**config.mk**
```make
export PLATFORM = sky130hd
export DESIGN_NAME = avg_unpool_layer_flat
export DESIGN_NICKNAME = d
export VERILOG_FILES = /design/src/rtl/avg_unpool_layer_if.sv /design/src/rtl/avg_unpool_layer.sv /design/src/flat_wrapper.sv
export SDC_FILE = /design/constraint.sdc
export NUM_CORES = 2
export LEC_CHECK = 0
export CAP_MARGIN = 20
export CORE_AREA = 2 2 568 570
export CTS_BUF_LIST = sky130_fd_sc_hd__clkbuf_8
export CTS_CLUSTER_SIZE = 12
export DETAILED_ROUTE_END_ITERATION = 7
export DIE_AREA = 0 0 570 572
export PLACE_DENSITY_LB_ADDON = 0.2
export RECOVER_POWER = 100
export SYNTH_ARGS = -nofsm -noshare
export SYNTH_HDL_FRONTEND = slang
export SYNTH_SLANG_ARGS = --single-unit
```
**constraint.sdc**
```tcl
create_clock -name clk -period 6.4 [get_ports clk]
set_input_delay 1.28 -clock clk [delete_from_list [all_inputs] [get_ports clk]]
set_output_delay 1.28 -clock clk [all_outputs]
set_load 0.03 [all_outputs]
```
**src/rtl/avg_unpool_layer_if.sv**
```systemverilog
// Start/done control and feature-map bus between the core sequencer and avg_unpool_layer.
// The master side drives start/input_fm; the slave side returns done/output_fm.
interface avg_unpool_layer_if #(
  parameter int DATA_W = 32,
  parameter int IN_W   = 3,
  parameter int IN_H   = 3
);
  logic                     start;
  logic signed [DATA_W-1:0] input_fm  [0:IN_W*IN_H-1];
  logic                     done;
  logic signed [DATA_W-1:0] output_fm [0:4*IN_W*IN_H-1];

  modport master (
    output start,
    output input_fm,
    input  done,
    input  output_fm
  );

  modport slave (
    input  start,
    input  input_fm,
    output done,
    output output_fm
  );
endinterface

```
**src/rtl/avg_unpool_layer.sv**
```systemverilog
// 2x2 average unpool: each pooled element /4 is scattered into its 2x2 output window.
// done rises 1 + 6*IN_W*IN_H edges after start is sampled; start only honoured in IDLE/DONE.
module avg_unpool_layer #(
  parameter int DATA_W     = 32,
  parameter int IN_W       = 3,
  parameter int IN_H       = 3,
  parameter int POOL_SHIFT = 2
) (
  input  logic               clk,
  input  logic               rst,
  avg_unpool_layer_if.slave  u_if
);
  localparam int N      = IN_W * IN_H;
  localparam int N_OUT  = 4 * N;
  localparam int IDX_W  = (N > 1) ? $clog2(N) : 1;
  localparam int OUT_AW = $clog2(N_OUT);

  localparam logic [IDX_W-1:0]  IDX_LAST   = IDX_W'(N - 1);
  localparam logic [IDX_W-1:0]  IN_W_I     = IDX_W'(IN_W);
  localparam logic [OUT_AW-1:0] ROW_STRIDE = OUT_AW'(2 * IN_W);

  typedef enum logic [2:0] {
    S_IDLE, S_CAPTURE, S_SCALE, S_SCATTER, S_NEXT, S_DONE
  } state_t;

  state_t                   state_q, state_d;
  logic                     done_q, done_d;
  logic [IDX_W-1:0]         idx_q, idx_d;
  logic [1:0]               q_q, q_d;
  logic signed [DATA_W-1:0] scaled_q, scaled_d;
  logic signed [DATA_W-1:0] in_buf_q [0:N-1];
  logic signed [DATA_W-1:0] in_buf_d [0:N-1];
  logic signed [DATA_W-1:0] out_q    [0:N_OUT-1];
  logic signed [DATA_W-1:0] out_d    [0:N_OUT-1];

  logic [IDX_W-1:0]  row, col;
  logic [OUT_AW-1:0] base, wr_addr;

  // Top-left corner of the 2x2 window, then step right (q[0]) and down (q[1]).
  always_comb begin
    row     = idx_q / IN_W_I;
    col     = idx_q % IN_W_I;
    base    = ((OUT_AW'(row) * ROW_STRIDE) << 1) + (OUT_AW'(col) << 1);
    wr_addr = base + (q_q[1] ? ROW_STRIDE : '0) + OUT_AW'(q_q[0]);
  end

  always_comb begin
    state_d  = state_q;
    done_d   = done_q;
    idx_d    = idx_q;
    q_d      = q_q;
    scaled_d = scaled_q;
    in_buf_d = in_buf_q;
    out_d    = out_q;
    case (state_q)
      S_IDLE: begin
        if (u_if.start) state_d = S_CAPTURE;
      end
      S_CAPTURE: begin
        in_buf_d = u_if.input_fm;
        idx_d    = '0;
        state_d  = S_SCALE;
      end
      S_SCALE: begin
        scaled_d = in_buf_q[idx_q] >>> POOL_SHIFT;
        q_d      = '0;
        state_d  = S_SCATTER;
      end
      S_SCATTER: begin
        out_d[wr_addr] = scaled_q;
        q_d            = q_q + 2'd1;
        if (q_q == 2'd3) state_d = S_NEXT;
      end
      S_NEXT: begin
        if (idx_q == IDX_LAST) begin
          state_d = S_DONE;
          done_d  = 1'b1;
        end else begin
          idx_d   = idx_q + 1'b1;
          state_d = S_SCALE;
        end
      end
      S_DONE: begin
        if (u_if.start) begin
          done_d  = 1'b0;
          state_d = S_CAPTURE;
        end
      end
      default: state_d = S_IDLE;
    endcase
  end

  always_ff @(posedge clk) begin
    if (rst) begin
      state_q  <= S_IDLE;
      done_q   <= 1'b0;
      idx_q    <= '0;
      q_q      <= '0;
      scaled_q <= '0;
      for (int i = 0; i < N; i++)     in_buf_q[i] <= '0;
      for (int i = 0; i < N_OUT; i++) out_q[i]    <= '0;
    end else begin
      state_q  <= state_d;
      done_q   <= done_d;
      idx_q    <= idx_d;
      q_q      <= q_d;
      scaled_q <= scaled_d;
      in_buf_q <= in_buf_d;
      out_q    <= out_d;
    end
  end

  assign u_if.done      = done_q;
  assign u_if.output_fm = out_q;
endmodule

```
**src/flat_wrapper.sv**
```systemverilog
// flat-port wrapper written by rule: the top's interface ports become plain ports
module avg_unpool_layer_flat 
#(
  parameter int DATA_W     = 32,
  parameter int IN_W       = 3,
  parameter int IN_H       = 3,
  parameter int POOL_SHIFT = 2
)
  (clk, rst, u_if_start, u_if_input_fm, u_if_done, u_if_output_fm);
  avg_unpool_layer_if #(.DATA_W(DATA_W), .IN_W(IN_W), .IN_H(IN_H)) u_if_i ();
  input  logic clk;
  input  logic rst;
  input wire logic [$bits(u_if_i.start)-1:0] u_if_start;
  input wire logic [$bits(u_if_i.input_fm)-1:0] u_if_input_fm;
  output wire logic [$bits(u_if_i.done)-1:0] u_if_done;
  output wire logic [$bits(u_if_i.output_fm)-1:0] u_if_output_fm;
  assign u_if_i.start = u_if_start;
  assign u_if_i.input_fm = {>>{u_if_input_fm}};
  assign u_if_done = u_if_i.done;
  assign u_if_output_fm = {>>{u_if_i.output_fm}};
  avg_unpool_layer #(.DATA_W(DATA_W), .IN_W(IN_W), .IN_H(IN_H), .POOL_SHIFT(POOL_SHIFT)) u_core (.clk(clk), .rst(rst), .u_if(u_if_i));
endmodule
```
==> reports/metrics.yaml <==
worst_setup_path:
  crit_chain: "nand2b_1 -> inv_1 -> ha_1 -> nor3_1 -> clkbuf_1 -> xnor2_1 -> ha_1 -> a21oi_1 -> o211ai_1 -> ha_1 -> inv_1 -> fa_1 -> inv_1 -> ha_1 -> ha_1 -> xnor2_1 -> and2_1 -> nand3_2 -> clkbuf_4 -> mux2i_1"
  r2r-end: "u_core.u_if.output_fm[689]$_SDFFE_PP0P_"
  rrSetupSlack_ps: 630
  crit_type: "register to register"
  crit_family: "adder cells"
  slowest_stage: "and2_1"
  crit_required_ps: 7160
  critical_path.max_stage_delay_ps: 610
  end_kind: "register"
  worstSetupPathDepth: 20
  crit_buf_inv: 5
  worstRegToRegCells: 20
  cp-startpoint: "u_core.idx_q[3]$_SDFFE_PP0P_"
  crit_end: "u_core.u_if.output_fm[689]$_SDFFE_PP0P_"
  worst_path_most_repeated_cell: "ha_1"
  reg2reg_from: "u_core.idx_q[3]$_SDFFE_PP0P_"
  path_max_fanout: 30
  startpoint_type: "register"
  cp_data_arrival_time_ps: 6530
clocking:
  cts.sinks: 1390
  htree_levels: 5
  cts_repair_resize_count: 0
  cts_buffers: 285
  cts_tree: "done"
  clock_path_buffers: 4
  root_buffer: "clkbuf_8"
  clock_latency_ps: 970
  post-cts-setup-buffers: 0
  clkTransAtPathRegs_ps: 60
  postCtsHoldBufs: 0
yosys:
  netlist_instances: 5333
  ys_seq_area_share_pct: 50.69
  synth_warnings: 0
  synth_compound_area_share_pct: 3.198
  synthesis.nets: 5640
  avgSynthCellArea_sq_um: 10.29
  synth_xor_area_share_pct: 0.1436
  synth-main-ff-cell: "dfxtp_1"
  synth_fa_ha_area_share_pct: 0.3921
  synth_area_sq_mm: 0.05489
  synth_edf_count: 0
  ys_ff_latch: 1390
  synthMuxAreaShare_pct: 22.76
  yosys.area_share.simple_pct: 18.04
  synth_top_family_by_area: "multiplexers"
  ys_types: 42
  synthArstFlopShare_pct: 0
floorplanning:
  die_y_um: 572
  ioPinCount: 1444
  die_w_um: 570
  row_count: 208
  start_util_pct: 17.16
  die-area_sq_mm: 0.3260
  core_area_sq_mm: 0.3198
power:
  power.share.combinational_pct: 5.8
  max-vdd-ir-drop_mv: 0.1219
  seqPwrFrac_pct: 45.4
  intPower_mw: 14.40
  p_sw_mw: 5.087
  leakage_nw: 37.78
  p_sw_share_pct: 26.10
  clkPwrFrac_pct: 48.7
  power_density_mw_per_mm2: 247.4
hold_path:
  worstHoldPathType: "register to register"
timing:
  rsz0062_at_grt: "no"
  finalCritPeriodShare_pct: 90.15
  relSlewSlack_pct: -191.4
  drv_slew: 299
  setup_tns_ps: 0
  worst_pin_slew_ps: 4370
  layout_min_cycle_time_ps: 5769
  max_freq_mhz: 173.3
  finalSetupViolCount: 0
  hold_viol_final: 0
  skew_ps: 82.25
grt:
  grt_remaining_overflow: 0
  grt_use_total_pct: 16.08
  first_global_vias: 43240
  grt_first_pass_wirelength_mm: 366.9
  antenna_found_initial: 75
  grt_max_degree: 246
job:
  maxCapViolations: 3
route:
  drc: 0
  ant_nets: 0
  viasPerCell: 3.906
  drt-initial-drc-count: 2000
  wire_per_inst_um: 24.87
  dr.pass1.iters: 5
  drt_wl_total_mm: 273.6
  vias: 42980
placement:
  post-place-cells: 10500
  dp_hpwl_mm: 183.1
  finalWeightedCongestion: 0.7540
  portBuffers: 1425
cells_and_area:
  fillers: 34190
  fin_cells: 11000
  seq_area_sq_mm: 0.02784
  fin_util_pct: 24.63
  area_growth_syn_to_layout_pct: 43.50
  fin_nets: 6889
  multiInputGateArea_sq_mm: 0.02485
  drive_above_1_share_pct: 9.024
status:
  violations: "max-capacitance violations, max-slew violations"
  outcome: "finished with violations"
## layout by cell type, fill, tap and decap left out, types with 6 or more instances in the layout
cell type,count
nand2b_4,30
inv_1,97
mux4_2,60
mux2i_1,1113
clkinv_8,6
clkbuf_4,17
nand2b_1,1084
nor2_1,81
diode_2,19
clkinv_2,14
a211oi_1,30
nand3b_1,8
bufinv_16,6
nor3_1,33
dfxtp_1,1387
nand2_1,554
buf_12,7
ha_1,14
buf_4,62
clkinvlp_4,9
clkdlybuf4s50_1,271
dlygate4sd3_1,1152
nand3_4,10
clkbuf_2,8
clkbuf_8,349
a21oi_1,281
nand3_1,19
## stage by stage
stage               hold WS, ps  setup slack, ps  area [sq um]  power, mW
global placement          442.5            852.4         73230      10.21
finish                    449.1            630.6         78770      19.49
global route              466.6            227.8         78730      20.40
detailed placement        443.5            787.4         73230      10.21
CTS                       451.2            787.6         78930      19.97
floorplan                 433.1             1210         54890      9.581
## area by class of cell
cell class	count	area share, %
sequential	1390	35.34
multi-input combinational	3374	31.54
timing repair buffer	1524	19.12
tap	4200	6.671
clock buffer	349	6.098
clock inverter	138	1.139
antenna	19	0.06036
inverter	7	0.03336
## cells in the mapped netlist (3+ instances only)
| master | count | share of area [%] |
|---|---|---|
| buf_4 | 86 | 1.2 |
| and3_1 | 4 | 0.046 |
| o21ai_0 | 5 | 0.046 |
| mux4_2 | 60 | 2.5 |
| buf_2 | 129 | 1.2 |
| nor2b_1 | 4 | 0.046 |
| xor2_1 | 4 | 0.064 |
| nor3_1 | 33 | 0.30 |
| xnor2_1 | 5 | 0.080 |
| a211oi_1 | 30 | 0.41 |
| nand3b_1 | 8 | 0.11 |
| nand2_1 | 555 | 3.8 |
| a21o_1 | 3 | 0.041 |
| nor2_1 | 83 | 0.57 |
| ha_1 | 14 | 0.32 |
| clkbuf_1 | 310 | 2.1 |
| a21oi_1 | 281 | 2.6 |
| buf_1 | 37 | 0.25 |
| and2_1 | 3 | 0.034 |
| dfxtp_1 | 1390 | 51 |
| mux2i_1 | 1113 | 20 |
| nand3_1 | 34 | 0.31 |
| nand2b_1 | 1114 | 13 |
| inv_1 | 6 | 0.041 |
## state kept, by name, summed over array words and instances (netlist names)
register,flops
u_core.u_if.output_fm,1080
u_core.in_buf_q,270
u_core.scaled_q,30
u_core.idx_q,4
u_core.state_q,3
u_core.q_q,2
u_core.u_if.done,1
## worst min-delay path: stages (launching register included)
cell,delay (ps)
dfxtp_1,300
nand2_1,50
a21oi_1,50
## power groups by stage
stage	registers (mW)	clock network [mW]	logic, mW
floorplan	9.01	0	0.569
global placement	9.04	0	1.17
detailed placement	9.04	0	1.17
CTS	8.85	9.94	1.18
global route	8.86	10.3	1.24
finish	8.86	9.50	1.14
## routing by layer
metal / global-route usage, % / vias to the layer above / part of all wire (%)
met3: 5.351 / 361 / 8.2
li1: - / 20160 / -
met1: 19.69 / 20940 / 42
met5: 0 / - / 0.15
met4: 3.634 / 62 / 2.1
met2: 27.11 / 1446 / 47
## worst min path at each step
stage | cells past startpoint | from | endpoint
after global routing | 2 | u_core.in_buf_q[28]$_SDFFE_PP0P_ | u_core.in_buf_q[28]$_SDFFE_PP0P_
after CTS | 2 | u_core.in_buf_q[86]$_SDFFE_PP0P_ | u_core.in_buf_q[86]$_SDFFE_PP0P_
after global placement | 2 | u_core.in_buf_q[83]$_SDFFE_PP0P_ | u_core.in_buf_q[83]$_SDFFE_PP0P_
after floorplan | 2 | u_core.in_buf_q[194]$_SDFFE_PP0P_ | u_core.in_buf_q[194]$_SDFFE_PP0P_
final | 2 | u_core.in_buf_q[75]$_SDFFE_PP0P_ | u_core.in_buf_q[75]$_SDFFE_PP0P_
after detailed placement | 2 | u_core.in_buf_q[86]$_SDFFE_PP0P_ | u_core.in_buf_q[86]$_SDFFE_PP0P_
## logic make-up (layout without fill, tap and decap cells)
family,Yosys count,after routing
buf+inv,569,2018
mux,1173,1173
other cells,0,19
compound gates,328,328
simple gates,1848,1848
xor+xnor,9,9
fa+ha+maj,16,16
flops,1390,1390
No activity file was read; power rests on OpenSTA's default activity.
